[src/rtl/servo_sweep_ctrl.sv]
// servo_sweep_ctrl: frame-aligned servo position generator (track / sweep).
// Optional key debounce: define SERVO_SWEEP_DEBOUNCE_EN.
`timescale 1ns/1ps
module servo_sweep_ctrl #(
  parameter int FRAME_CYCLES    = 262144,
  parameter int STEP            = 1,
  parameter int DEBOUNCE_CYCLES = 120000
) (
  input  logic       clk,
  input  logic       rst,
  input  logic       sweep_en,
  input  logic [7:0] target,
  input  logic       dir_key,
  output logic [7:0] position,
  output logic       dir,
  output logic       frame_tick
);

  localparam int FW = $clog2(FRAME_CYCLES);
  localparam logic [FW-1:0] FLAST = FW'(FRAME_CYCLES - 1);
  localparam logic [8:0] STEP9 = 9'(STEP);
  localparam logic [7:0] STEP8 = 8'(STEP);

  typedef enum logic {TRACK, SWEEP} state_t;

  state_t state, state_n;
  logic [FW-1:0] fcnt;
  logic [1:0] sync;
  logic key_lvl, key_prev, key_pulse;
  logic [7:0] pos_n;
  logic dir_n, rev;
  logic [8:0] d, mag, sum, diff;

  // Frame counter wraps every FRAME_CYCLES clocks.
  always_ff @(posedge clk) begin
    if (rst) fcnt <= '0;
    else if (frame_tick) fcnt <= '0;
    else fcnt <= fcnt + 1'b1;
  end

  assign frame_tick = (fcnt == FLAST);

  // Two-flop synchroniser for the raw pushbutton.
  always_ff @(posedge clk) begin
    if (rst) sync <= 2'b00;
    else sync <= {sync[0], dir_key};
  end

`ifdef SERVO_SWEEP_DEBOUNCE_EN
  localparam int DW = $clog2(DEBOUNCE_CYCLES + 1);
  localparam logic [DW-1:0] DLAST = DW'(DEBOUNCE_CYCLES - 1);
  logic [DW-1:0] db_cnt;
  logic db_lvl;

  // Accept a new key level only after it has held steady long enough.
  always_ff @(posedge clk) begin
    if (rst) begin
      db_cnt <= '0;
      db_lvl <= 1'b0;
    end else if (sync[1] == db_lvl) begin
      db_cnt <= '0;
    end else if (db_cnt == DLAST) begin
      db_cnt <= '0;
      db_lvl <= sync[1];
    end else begin
      db_cnt <= db_cnt + 1'b1;
    end
  end

  assign key_lvl = db_lvl;
`else
  assign key_lvl = sync[1];
`endif

  // Previous key level for rising-edge detection.
  always_ff @(posedge clk) begin
    if (rst) key_prev <= 1'b0;
    else key_prev <= key_lvl;
  end

  assign key_pulse = key_lvl & ~key_prev;

  assign d    = {1'b0, target} - {1'b0, position};
  assign mag  = d[8] ? (~d + 9'd1) : d;
  assign sum  = {1'b0, position} + STEP9;
  assign diff = {1'b0, position} - STEP9;

  // State, position and direction registers.
  always_ff @(posedge clk) begin
    if (rst) begin
      state    <= TRACK;
      position <= 8'h7F;
      dir      <= 1'b1;
    end else begin
      state    <= state_n;
      position <= pos_n;
      dir      <= dir_n;
    end
  end

  // Mode select and per-frame position update; endpoint reversal beats key.
  always_comb begin
    state_n = state;
    pos_n   = position;
    dir_n   = dir;
    rev     = 1'b0;
    if (frame_tick) begin
      state_n = sweep_en ? SWEEP : TRACK;
      unique case (1'b1)
        (state_n == TRACK): begin
          if (mag <= STEP9) pos_n = target;
          else if (d[8]) pos_n = position - STEP8;
          else pos_n = position + STEP8;
        end
        (state_n == SWEEP): begin
          if (dir) begin
            pos_n = sum[8] ? 8'hFF : sum[7:0];
            if (pos_n == 8'hFF) begin
              dir_n = 1'b0;
              rev   = 1'b1;
            end
          end else begin
            pos_n = diff[8] ? 8'h00 : diff[7:0];
            if (pos_n == 8'h00) begin
              dir_n = 1'b1;
              rev   = 1'b1;
            end
          end
        end
        default: ;
      endcase
    end
    if (key_pulse && !rev) dir_n = ~dir;
  end

endmodule

[config.mk]
export PLATFORM = sky130hd
export DESIGN_NAME = servo_sweep_ctrl
export DESIGN_NICKNAME = d
export VERILOG_FILES = /design/src/rtl/servo_sweep_ctrl.sv
export SDC_FILE = /design/constraint.sdc
export NUM_CORES = 1
export LEC_CHECK = 0
export ABC_AREA = 1
export CAP_MARGIN = 20
export CORE_MARGIN = 1
export CORE_UTILIZATION = 25
export CTS_CLUSTER_SIZE = 28
export DETAILED_ROUTE_END_ITERATION = 12
export PLACE_DENSITY_LB_ADDON = 0.12
export SYNTH_ARGS = -nofsm -noshare
export SYNTH_HDL_FRONTEND = slang
export SYNTH_SLANG_ARGS = --single-unit
[constraint.sdc]
create_clock -name clk -period 6.5 [get_ports clk]
set_clock_uncertainty 0.05 [all_clocks]
set_input_delay 0.65 -clock clk [delete_from_list [all_inputs] [get_ports clk]]
set_output_delay 0.65 -clock clk [all_outputs]
set_load 0.03 [all_outputs]
======== Yosys cells after proc, flatten, opt, wreduce, memory -nomap -nowiden ========
Cells that the tools add are included.
word-level totals
  word-level logic and storage cells ...... 45
  input port bits ......................... 12
  bits in registers ....................... 30
operators by class
  $add $sub $neg .......................... 7
  eq/ne operators ......................... 2
  reduce and logical (&&, ||, !) cells .... 7
  mux-type cells .......................... 18
  order comparisons ....................... 1
  bitwise gates (word level) .............. 5
operators by type and width
  operator                 number
  $mux W8                  5
  $add A18 B1 Y18 const B  1
  $eq A18 B18 Y1 const B   1
  $pmux W8 S2              1
  $mux W1                  11
  $add A8 B1 Y9 const B    1
  $add A9 B1 Y9 const B    1
  $le A9 B1 Y1 const B     1
  $mux W9                  1
  $not A9 Y9               1
  $sub A8 B1 Y9 const B    1
  $sub A8 B8 Y9            1
  $add A8 B1 Y8 const B    1
  $eq A8 B8 Y1 const B     1
  $logic_not A8 Y1         1
  $sub A8 B1 Y8 const B    1
  $reduce_bool A2 Y1       2
  $not A1 Y1               3
  $reduce_and A2 Y1        1
  $reduce_or A2 Y1         1
  $and A1 B1 Y1            1
  $logic_and A1 B1 Y1      1
  $logic_not A1 Y1         1

======== Longest topological paths before layout ========
Gate-level depths: netlist of run 1.
  word-level depth ........................ 11
  gate-level depth with buffers ........... 19
  gate-level depth less buffers ........... 19

======== Least setup slack after synthesis of run 1 ========
No wires, ideal clock.
  kind .................................... input to register
  from .................................... in target[0]
  to ...................................... reg position[6]
  cell stages on the path ................. 19
  slack ................................... 3435 ps
  arrival time ............................ 2898 ps
  path through ............................ inv_1 ha_1 inv_1 fa_1 nand3_1 nand2_1 nand2_2 nand2_4 inv_2 ha_1 a21oi_1 o21ai_0 a21oi_1 nor2_1 nor2_1 xor2_1 nand2_1 nand3_1 a21oi_1
between the ends
  word-level cells in the longest chain between the ends .. 7
RTL lines
  item                  line  source
  from (decl)           12    input logic [7:0] target,
  $sub A8 B8 Y9 (*)     83    assign d = {1'b0, target} - {1'b0, position};
  $not A9 Y9            84    assign mag = d[8] ? (~d + 9'd1) : d;
  $add A9 B1 Y9         84
  $mux W9               84
  $le A9 B1 Y1          111   if (mag <= STEP9) pos_n = target;
  $mux W8 (*)           111
  $pmux W8 S2 (*)       109   unique case (1'b1)
  to (signal assigned)  96    position <= pos_n;
  to (decl)             14    output logic [7:0] position,
Every way passes the cells marked *; elsewhere a longest branch is shown, timed or not.
A chain may end at the register's enable or synchronous reset.

======== Final worst setup path of run 1 ========
Ends and elaborated chain as after synthesis.

==> impl_metrics.json, run 1 <==
{
  "status": "completed",
  "synth_nets": 461,
  "initial_utilization_pct": 26.0,
  "synth_top_area_cell": "dfxtp_1",
  "grt_pass1_wl_mm": 11.9,
  "ys_top_cells_by_area": "dfxtp_1, nand2_1, nor2_1, ha_1, inv_1",
  "fp.dieW_um": 106,
  "p_clk_share_pct": 37.1,
  "max-cap-violations": 0,
  "fin_nets": 483,
  "p_comb_share_pct": 17.5,
  "arrival_ns": 3.57,
  "synthToLayoutAreaGrowth_pct": 16.3,
  "die_area_sq_um": 11200,
  "power.share.switching_pct": 27.6,
  "cts_resized": 0,
  "grt_max_degree": 25,
  "synthDistinctLibCells": 35,
  "ir_drop_mv": 0.0619,
  "setup_viol": 0,
  "io_pins": 22,
  "wl_per_cell_um": 12.0,
  "drive_gt1_share_pct": 8.63,
  "start_kind": "input pin",
  "ant_nets": 0,
  "setup_tns_ns": 0,
  "dieHeight_um": 106,
  "core_area_sq_um": 10400,
  "worst-slew-pin-transition_ns": 0.485,
  "intPower_w": 0.000300,
  "synth_top_cell_area_share_pct": 22.3,
  "min_path_type": "reg -> reg",
  "synth-seq-cells": 30,
  "ctsHtreeMaxLevel": 2,
  "power_w": 0.000415,
  "gr-total-overflow": 0,
  "remaining_drc_errors": 0,
  "synth-main-ff-cell": "dfxtp_1",
  "clock_sinks": 30,
  "io_buffers": 21,
  "power.density_nw_per_um2": 132,
  "rsz0062_at_grt": "false",
  "cts_root_buffer": "clkbuf_8",
  "post-route-min-period_ns": 3.46,
  "critical_path_class": "in -> reg",
  "ys_warn_count": 0,
  "cts_buffers": 5,
  "drt_iter0_markers": 105,
  "synth_async_sr_flop_share_pct": 0,
  "slew_violations": 0,
  "fmax_mhz": 289,
  "fin_crit_sh_pct": 53.2,
  "rows": 37,
  "antenna_found_initial": 0,
  "synth_commonest_cells": "nand2_1, nor2_1, inv_1, nand3_1, a21oi_1",
  "crit_required_ns": 6.62,
  "gp_congestion": 0.811,
  "grt_use_total_pct": 13.3,
  "mappedNetlistArea_sq_um": 2700,
  "endpoint_kind": "flop",
  "wl_mm": 7.03,
  "antennaDiodeCount": 0,
  "syn_inst": 429,
  "dp_hpwl_mm": 5.70,
  "clock_path_buffers": 2,
  "power.leakage_nw": 1.50,
  "postSynthAreaPerCell_sq_um": 6.28,
  "cts_tree": "built",
  "post_drt_via_cell_ratio": 4.49,
  "hold_violations": 0,
  "crit_fanout": 11,
  "synth-edff-count": 0,
  "grt_pass1_vias": 2516,
  "insertion_delay_ns": 0.28,
  "slew_headroom_pct": 67.6,
  "power_frac_seq_pct": 45.4,
  "num_vias": 2642,
  "ys_seq_area_share_pct": 22.3,
  "cts_hold_buf": 0,
  "post_cts.repair.setup_buffers": 0,
  "clk_pin_slew_ns": 0.06,
  "power.switching_w": 0.000114,
  "yosysMostFrequentCell": "nand2_1",
  "detailedRoute.firstPassIterationCount": 4
}
## worst max-delay path, cell delays in order
cell	delay (ns)
clkdlybuf4s50_1	0.40
inv_1	0.07
ha_1	0.14
inv_1	0.07
fa_1	0.41
nand3_1	0.11
nand2_1	0.11
nand2_2	0.10
nand2_4	0.08
inv_2	0.17
ha_1	0.32
a21oi_1	0.15
o21ai_0	0.15
a21oi_1	0.16
nor2_1	0.05
nor2_1	0.10
xor2_1	0.15
nand2_1	0.07
nand3_1	0.07
a21oi_1	0.07
## state kept, by name, summed over array words and instances (netlist names)
signal,cells
fcnt,18
sync,2
position,8
dir,1
key_prev,1
## power by group through the flow
stage	registers [W]	clock network (W)	logic (W)
after floorplan	0.000192	0	0.0000520
after global placement	0.000192	0	0.0000729
after detailed placement	0.000192	0	0.0000724
after CTS	0.000188	0.000160	0.0000729
after global routing	0.000189	0.000169	0.0000822
final	0.000188	0.000154	0.0000724
## path summary, 6_finish.rpt
check | start | end | slack (ns) | depth (start not counted)
hold / removal | sync[0] | sync[1] | 0.35 | 2
hold reg to reg | sync[0] | sync[1] | 0.35 | 2
setup reg to reg | position[4] | position[6] | 3.29 | 17
setup / recovery | target[0] | position[6] | 3.04 | 20
## per-layer routing
metal | GRT usage (%) | vias to the layer above | wire (um)
met5 | 0 | - | 0
met4 | 3.57 | 0 | 87
met3 | 2.78 | 9 | 207
met2 | 22.1 | 26 | 3120
met1 | 17.4 | 1178 | 3620
li1 | - | 1429 | -
## stage by stage
stage | setup slack [ns] | instance area (sq um) | hold WS, ns | utilization, % | instances
floorplan | 3.43 | 2700 | 0.338 | - | 429
global placement | 2.81 | 3040 | 0.340 | 29.3 | 580
detailed placement | 2.75 | 3040 | 0.345 | 29.3 | 580
CTS | 3.04 | 3130 | 0.354 | 30.2 | 588
global route | 2.71 | 3130 | 0.375 | 30.2 | 588
finish | 3.04 | 3130 | 0.354 | 30.2 | 588
## cell usage in the layout, fill, tap and decap left out, drive strengths merged, types with 4 or more instances in the layout
master,synthesis,routed
nand2,93,93
nor2,74,74
inv,62,62
nand3,45,45
a21oi,32,32
dfxtp,30,30
clkdlybuf4s50,0,21
ha,18,18
o21ai,16,16
xor2,14,14
nand4,7,7
clkbuf,1,7
nand3b,4,4
xnor2,4,4
nor3,4,4
## area by class of cell
type,instances,area [sq um]
fill,1182,7240
multi-input combinational,330,1830
sequential,30,601
inverter,63,236
timing repair buffer,21,210
tap,136,170
clock buffer,7,86.3
clock inverter,1,5.00
## cell families (layout without fill, tap and decap cells)
logic type	after synthesis	count (layout)	share of synthesized area, %
and+or+nand+nor	234	234	40.3
adders and majority gates	20	20	9.84
AOI/OAI and AO/OA	58	58	11.7
DFF	30	30	22.3
buffers and inverters	69	92	9.98
xor gates and xnor gates	18	18	5.85
Note: power is estimated with default switching activity, not from simulation.
==> run 2: changes to the inputs <==
Clock period 6.5 ns to 2.9 ns, I/O delays scaled along.
==> run 2 against run 1 <==
  * Highest routed layer unchanged
  * First-iteration DRC count decreased by 9.5%
  * Critical path depth shrank 2
  * Design area increased by 15%
  * Routed wire length is 10% higher
  * Cell count is 7.1% higher
  * Count of clock-buffer cells in the layout shrank 2
==> impl_metrics.json, run 2 (synthesis gave the netlist of run 1 again) <==
{
  "start_kind": "input pin",
  "drive_gt1_share_pct": 23.3,
  "fin_nets": 526,
  "reg_top3": "fcnt (18), position (8), sync (2)",
  "arrival_ns": 2.92,
  "grt_pass1_wl_mm": 13.0,
  "crit_fanout": 4,
  "critical_path_class": "in -> reg",
  "fp.dieW_um": 106,
  "max_flop_register": "fcnt",
  "place_ws_ns": -0.308,
  "detailedRoute.firstPassIterationCount": 4,
  "setup_slack_ns": 0.153,
  "io_buffers": 21,
  "drt_iter0_markers": 95,
  "wl_met1_mm": 3.90,
  "wl_per_cell_um": 12.3,
  "antenna_found_initial": 0,
  "insertion_delay_ns": 0.28,
  "max-cap-violations": 0,
  "fin_crit_sh_pct": 94.7,
  "gp_congestion": 0.759,
  "setup_tns_ns": 0,
  "io_pins": 22,
  "die_area_sq_um": 11200,
  "final_util_pct": 34.7,
  "antennaDiodeCount": 0,
  "min_path_type": "reg -> reg",
  "post_drt_via_cell_ratio": 4.49,
  "post-route-min-period_ns": 2.75,
  "fill_cells": 1164,
  "initial_utilization_pct": 26.0,
  "fmax_mhz": 364,
  "synthToLayoutAreaGrowth_pct": 33.6,
  "dieHeight_um": 106,
  "met2WireLength_mm": 3.46,
  "cts_tree": "built",
  "rsz0062_at_grt": "true",
  "crit_required_ns": 3.07,
  "largest_reg_flops": 18,
  "worst-slew-pin-transition_ns": 0.515,
  "core_area_sq_um": 10400,
  "grt_use_total_pct": 14.6,
  "power_frac_seq_pct": 43.7,
  "power.leakage_nw": 1.72,
  "layout_common_cells": "nand2_1, nor2_1, inv_1, buf_4, nand3_1",
  "cts_root_buffer": "clkbuf_8",
  "wl_met3_um": 285,
  "hold_ws_ns": 0.351,
  "intPower_w": 0.000682,
  "power.share.switching_pct": 29.4,
  "top_layer": "met4",
  "hold_violations": 0,
  "slew_headroom_pct": 65.6,
  "remaining_drc_errors": 0,
  "num_vias": 2830,
  "cts_buffers": 5,
  "rows": 37,
  "power.switching_w": 0.000284,
  "p_clk_share_pct": 33.7,
  "clock_sinks": 30,
  "grt_max_degree": 25,
  "wl_mm": 7.74,
  "ctsHtreeMaxLevel": 2,
  "status": "completed",
  "endpoint_kind": "flop",
  "final_common_cell": "nand2_1",
  "grt_pass1_vias": 2762,
  "ant_nets": 0,
  "clk_pin_slew_ns": 0.07,
  "multi_input_area_sq_um": 1970,
  "power.density_nw_per_um2": 268,
  "ir_drop_mv": 0.131,
  "dp_hpwl_mm": 6.07,
  "clock_path_buffers": 2,
  "p_comb_share_pct": 22.6,
  "gr-total-overflow": 0,
  "slew_violations": 0,
  "seqCellArea_sq_um": 608,
  "setup_viol": 0
}
## run 2: power by group through the flow
| stage | registers (W) | logic [W] | clock network (W) |
|---|---|---|---|
| finish | 0.000422 | 0.000218 | 0.000326 |
| global route | 0.000423 | 0.000247 | 0.000368 |
| CTS | 0.000422 | 0.000196 | 0.000343 |
| detailed placement | 0.000431 | 0.000194 | 0 |
| global placement | 0.000431 | 0.000194 | 0 |
| floorplan | 0.000431 | 0.000116 | 0 |
## run 2: cell type report
cell class / count / share of cell area, %
multi-input combinational: 330 / 54.6
clock buffer: 5 / 1.91
clock inverter: 2 / 0.278
tap: 136 / 4.73
sequential: 30 / 16.9
inverter: 63 / 6.71
timing repair buffer: 64 / 14.9
## run 2: what timing repair did
item	in CTS	in global routing
hold buffers	0	0
resized for setup	2	33
setup buffers	0	1
hold endpoints to repair	0	0
setup endpoints to repair	2	8
pin swaps	0	11
## run 2: metrics by stage
step	total power (W)	instance area (sq um)	instances
after floorplan	0.000547	2700	429
after global placement	0.000625	3370	622
after detailed placement	0.000625	3370	622
after CTS	0.000961	3450	629
after global routing	0.00104	3600	630
final	0.000966	3600	630
## run 2: layer usage
layer | vias up | track usage, %
li1 | 1511 | -
met1 | 1269 | 19.5
met2 | 40 | 24.0
met3 | 10 | 3.03
met4 | 0 | 3.37
met5 | - | 0
## run 2: worst max-delay path, cell delays in order
cell and delay (ns):
clkdlybuf4s50_1 0.42, inv_2 0.06, ha_2 0.16, inv_2 0.05, fa_2 0.38, nand3_2 0.08, nand2_1 0.08, nand2_2 0.10
nand2_4 0.08, fa_1 0.41, o21ai_2 0.18, a21oi_1 0.09, nor2_1 0.09, nor2_1 0.05, xor2_1 0.13, nand2_1 0.06
nand3_1 0.08, a21oi_2 0.13
## run 2: final timing paths
kind	startpoint	end	slack, ns	cells after the start
setup / recovery	target[0]	position[6]	0.15	18
hold / removal	sync[0]	sync[1]	0.35	2
setup reg to reg	position[0]	position[6]	0.30	16
hold reg to reg	sync[0]	sync[1]	0.35	2
==> run 3: changes to the inputs <==
==> constraint.sdc (replaced) <==
create_clock -name clk -period 2.9 [get_ports clk]
set_clock_uncertainty 0.05 [all_clocks]
set_input_delay 0.725 -clock clk [delete_from_list [all_inputs] [get_ports clk]]
set_output_delay 0.725 -clock clk [all_outputs]
set_load 0.03 [all_outputs]
==> run 3 against run 2 <==
  * Worst setup slack got worse by 0.069 ns
  * Hold slack better by 0.0094 ns
  * Sequential power about the same
  * Count of clock-buffer cells in the layout increased by 3
  * First-iteration DRC count increased by 44%
  * Highest routed layer unchanged
==> impl_metrics.json, run 3 (synthesis gave the netlist of run 1 again) <==
{
  "reg_top3": "fcnt (18), position (8), sync (2)",
  "cts_root_buffer": "clkbuf_8",
  "slew_headroom_pct": 66.1,
  "crit_fanout": 4,
  "crit_required_ns": 3.03,
  "worst-slew-pin-transition_ns": 0.506,
  "gr-total-overflow": 0,
  "fmax_mhz": 355,
  "clock_sinks": 30,
  "layout.cells.non_filler": 649,
  "grt_max_degree": 25,
  "layout_common_cells": "nand2_1, nor2_1, buf_4, inv_1, nand3_1",
  "worstSetupStartpoint": "target[0]",
  "fin_crit_sh_pct": 97.1,
  "grt_use_total_pct": 14.9,
  "grt_pass1_vias": 2798,
  "design_area_sq_um": 3880,
  "placedCellCount": 628,
  "ir_drop_mv": 0.254,
  "clk_pin_slew_ns": 0.07,
  "largest_reg_flops": 18,
  "rsz0062_at_grt": "true",
  "gp_congestion": 0.860,
  "die_area_sq_um": 11200,
  "cts_buffers": 5,
  "wl_per_cell_um": 12.2,
  "worstReg2RegStart": "position[0]",
  "hold_start": "sync[0]",
  "hold_violations": 0,
  "slew_violations": 0,
  "initial_utilization_pct": 26.0,
  "rows": 37,
  "endpoint_kind": "flop",
  "final_common_cell": "nand2_1",
  "setup_viol": 0,
  "insertion_delay_ns": 0.28,
  "remaining_drc_errors": 0,
  "min_path_type": "reg -> reg",
  "placed_area_sq_um": 3470,
  "hold_ws_ns": 0.360,
  "power.leakage_nw": 1.84,
  "antenna_found_initial": 0,
  "clock_path_buffers": 2,
  "drive_gt1_share_pct": 28.3,
  "final_util_pct": 37.4,
  "power.density_nw_per_um2": 272,
  "io_buffers": 21,
  "max-cap-violations": 0,
  "ant_nets": 0,
  "fill_cells": 1130,
  "post-route-min-period_ns": 2.82,
  "power_w": 0.00106,
  "start_kind": "input pin",
  "ctsHtreeMaxLevel": 2,
  "num_vias": 2921,
  "wl_mm": 7.92,
  "dieHeight_um": 106,
  "antennaDiodeCount": 0,
  "grt_pass1_wl_mm": 13.4,
  "drt_iter0_markers": 137,
  "post_drt_via_cell_ratio": 4.50,
  "dp_hpwl_mm": 6.29,
  "status": "completed",
  "synthToLayoutAreaGrowth_pct": 43.9,
  "fp.dieW_um": 106,
  "critical_path_class": "in -> reg",
  "fin_nets": 544,
  "detailedRoute.firstPassIterationCount": 4,
  "arrival_ns": 2.95,
  "io_pins": 22,
  "max_flop_register": "fcnt",
  "cts_hold_buf": 0,
  "core_area_sq_um": 10400,
  "cts_tree": "built"
}
==> run 3: power by group <==
group / internal, W / leakage (nW) / switching, W
Combinational: 0.000111 / 1.53 / 0.000121
Clock: 0.000240 / 0.0575 / 0.000161
Sequential: 0.000418 / 0.244 / 0.00000561
Total: 0.000769 / 1.84 / 0.000288
==> run 3: layout make-up <==
class	instances	area, sq um	area share (%)
Clock buffer	8	110	2.84
Timing Repair Buffer	82	662	17.1
Multi-Input combinational cell	330	2080	53.7
Sequential cell	30	606	15.6
Inverter	63	246	6.35
Tap cell	136	170	4.39
==> run 3: final timing paths <==
kind,endpoint,slack (ns),cells after the start
max,position[5],0.08,20
min,sync[1],0.36,2
max reg2reg,position[5],0.23,18
min reg2reg,sync[1],0.36,2
==> run 3: metal layers <==
layer  up-vias  global-route usage (%)  part of all wire (%)  wire [um]
met3         7                    2.97                   3.1        242
li1       1553                       -                     -          -
met2        46                    25.6                    47       3700
met4         0                    2.38                  0.69         55
met5         -                       0                     0          0
met1      1315                    19.5                    50       3920
==> run 3: worst max-delay path, stage by stage <==
cell and delay, ns:
buf_6 0.09, inv_4 0.05, ha_4 0.12, inv_2 0.04, fa_2 0.36, nand3_2 0.09
nand2_2 0.06, nand2_2 0.08, nand2_4 0.07, inv_8 0.08, ha_4 0.21, a21oi_2 0.13
nand2_2 0.08, a21oi_2 0.13, nor2_1 0.06, nor2_1 0.13, xor2_1 0.21, nand2_1 0.10
nand3_2 0.08, a21oi_2 0.05
==> run 3: through the flow <==
stage | setup slack, ns | setup TNS [ns]
finish | 0.0838 | 0
global route | -0.126 | -0.186
CTS | -0.00977 | -0.00977
detailed placement | -0.710 | -4.88
global placement | -0.732 | -4.70
floorplan | 0.00265 | 0
==> run 3: repair_timing <==
item | in CTS | in global routing
resized for setup | 22 | 36
endpoints found under the hold margin | 0 | 0
setup endpoints to repair | 9 | 9
pin swaps | 19 | 23
buffers inserted | 7 | 6
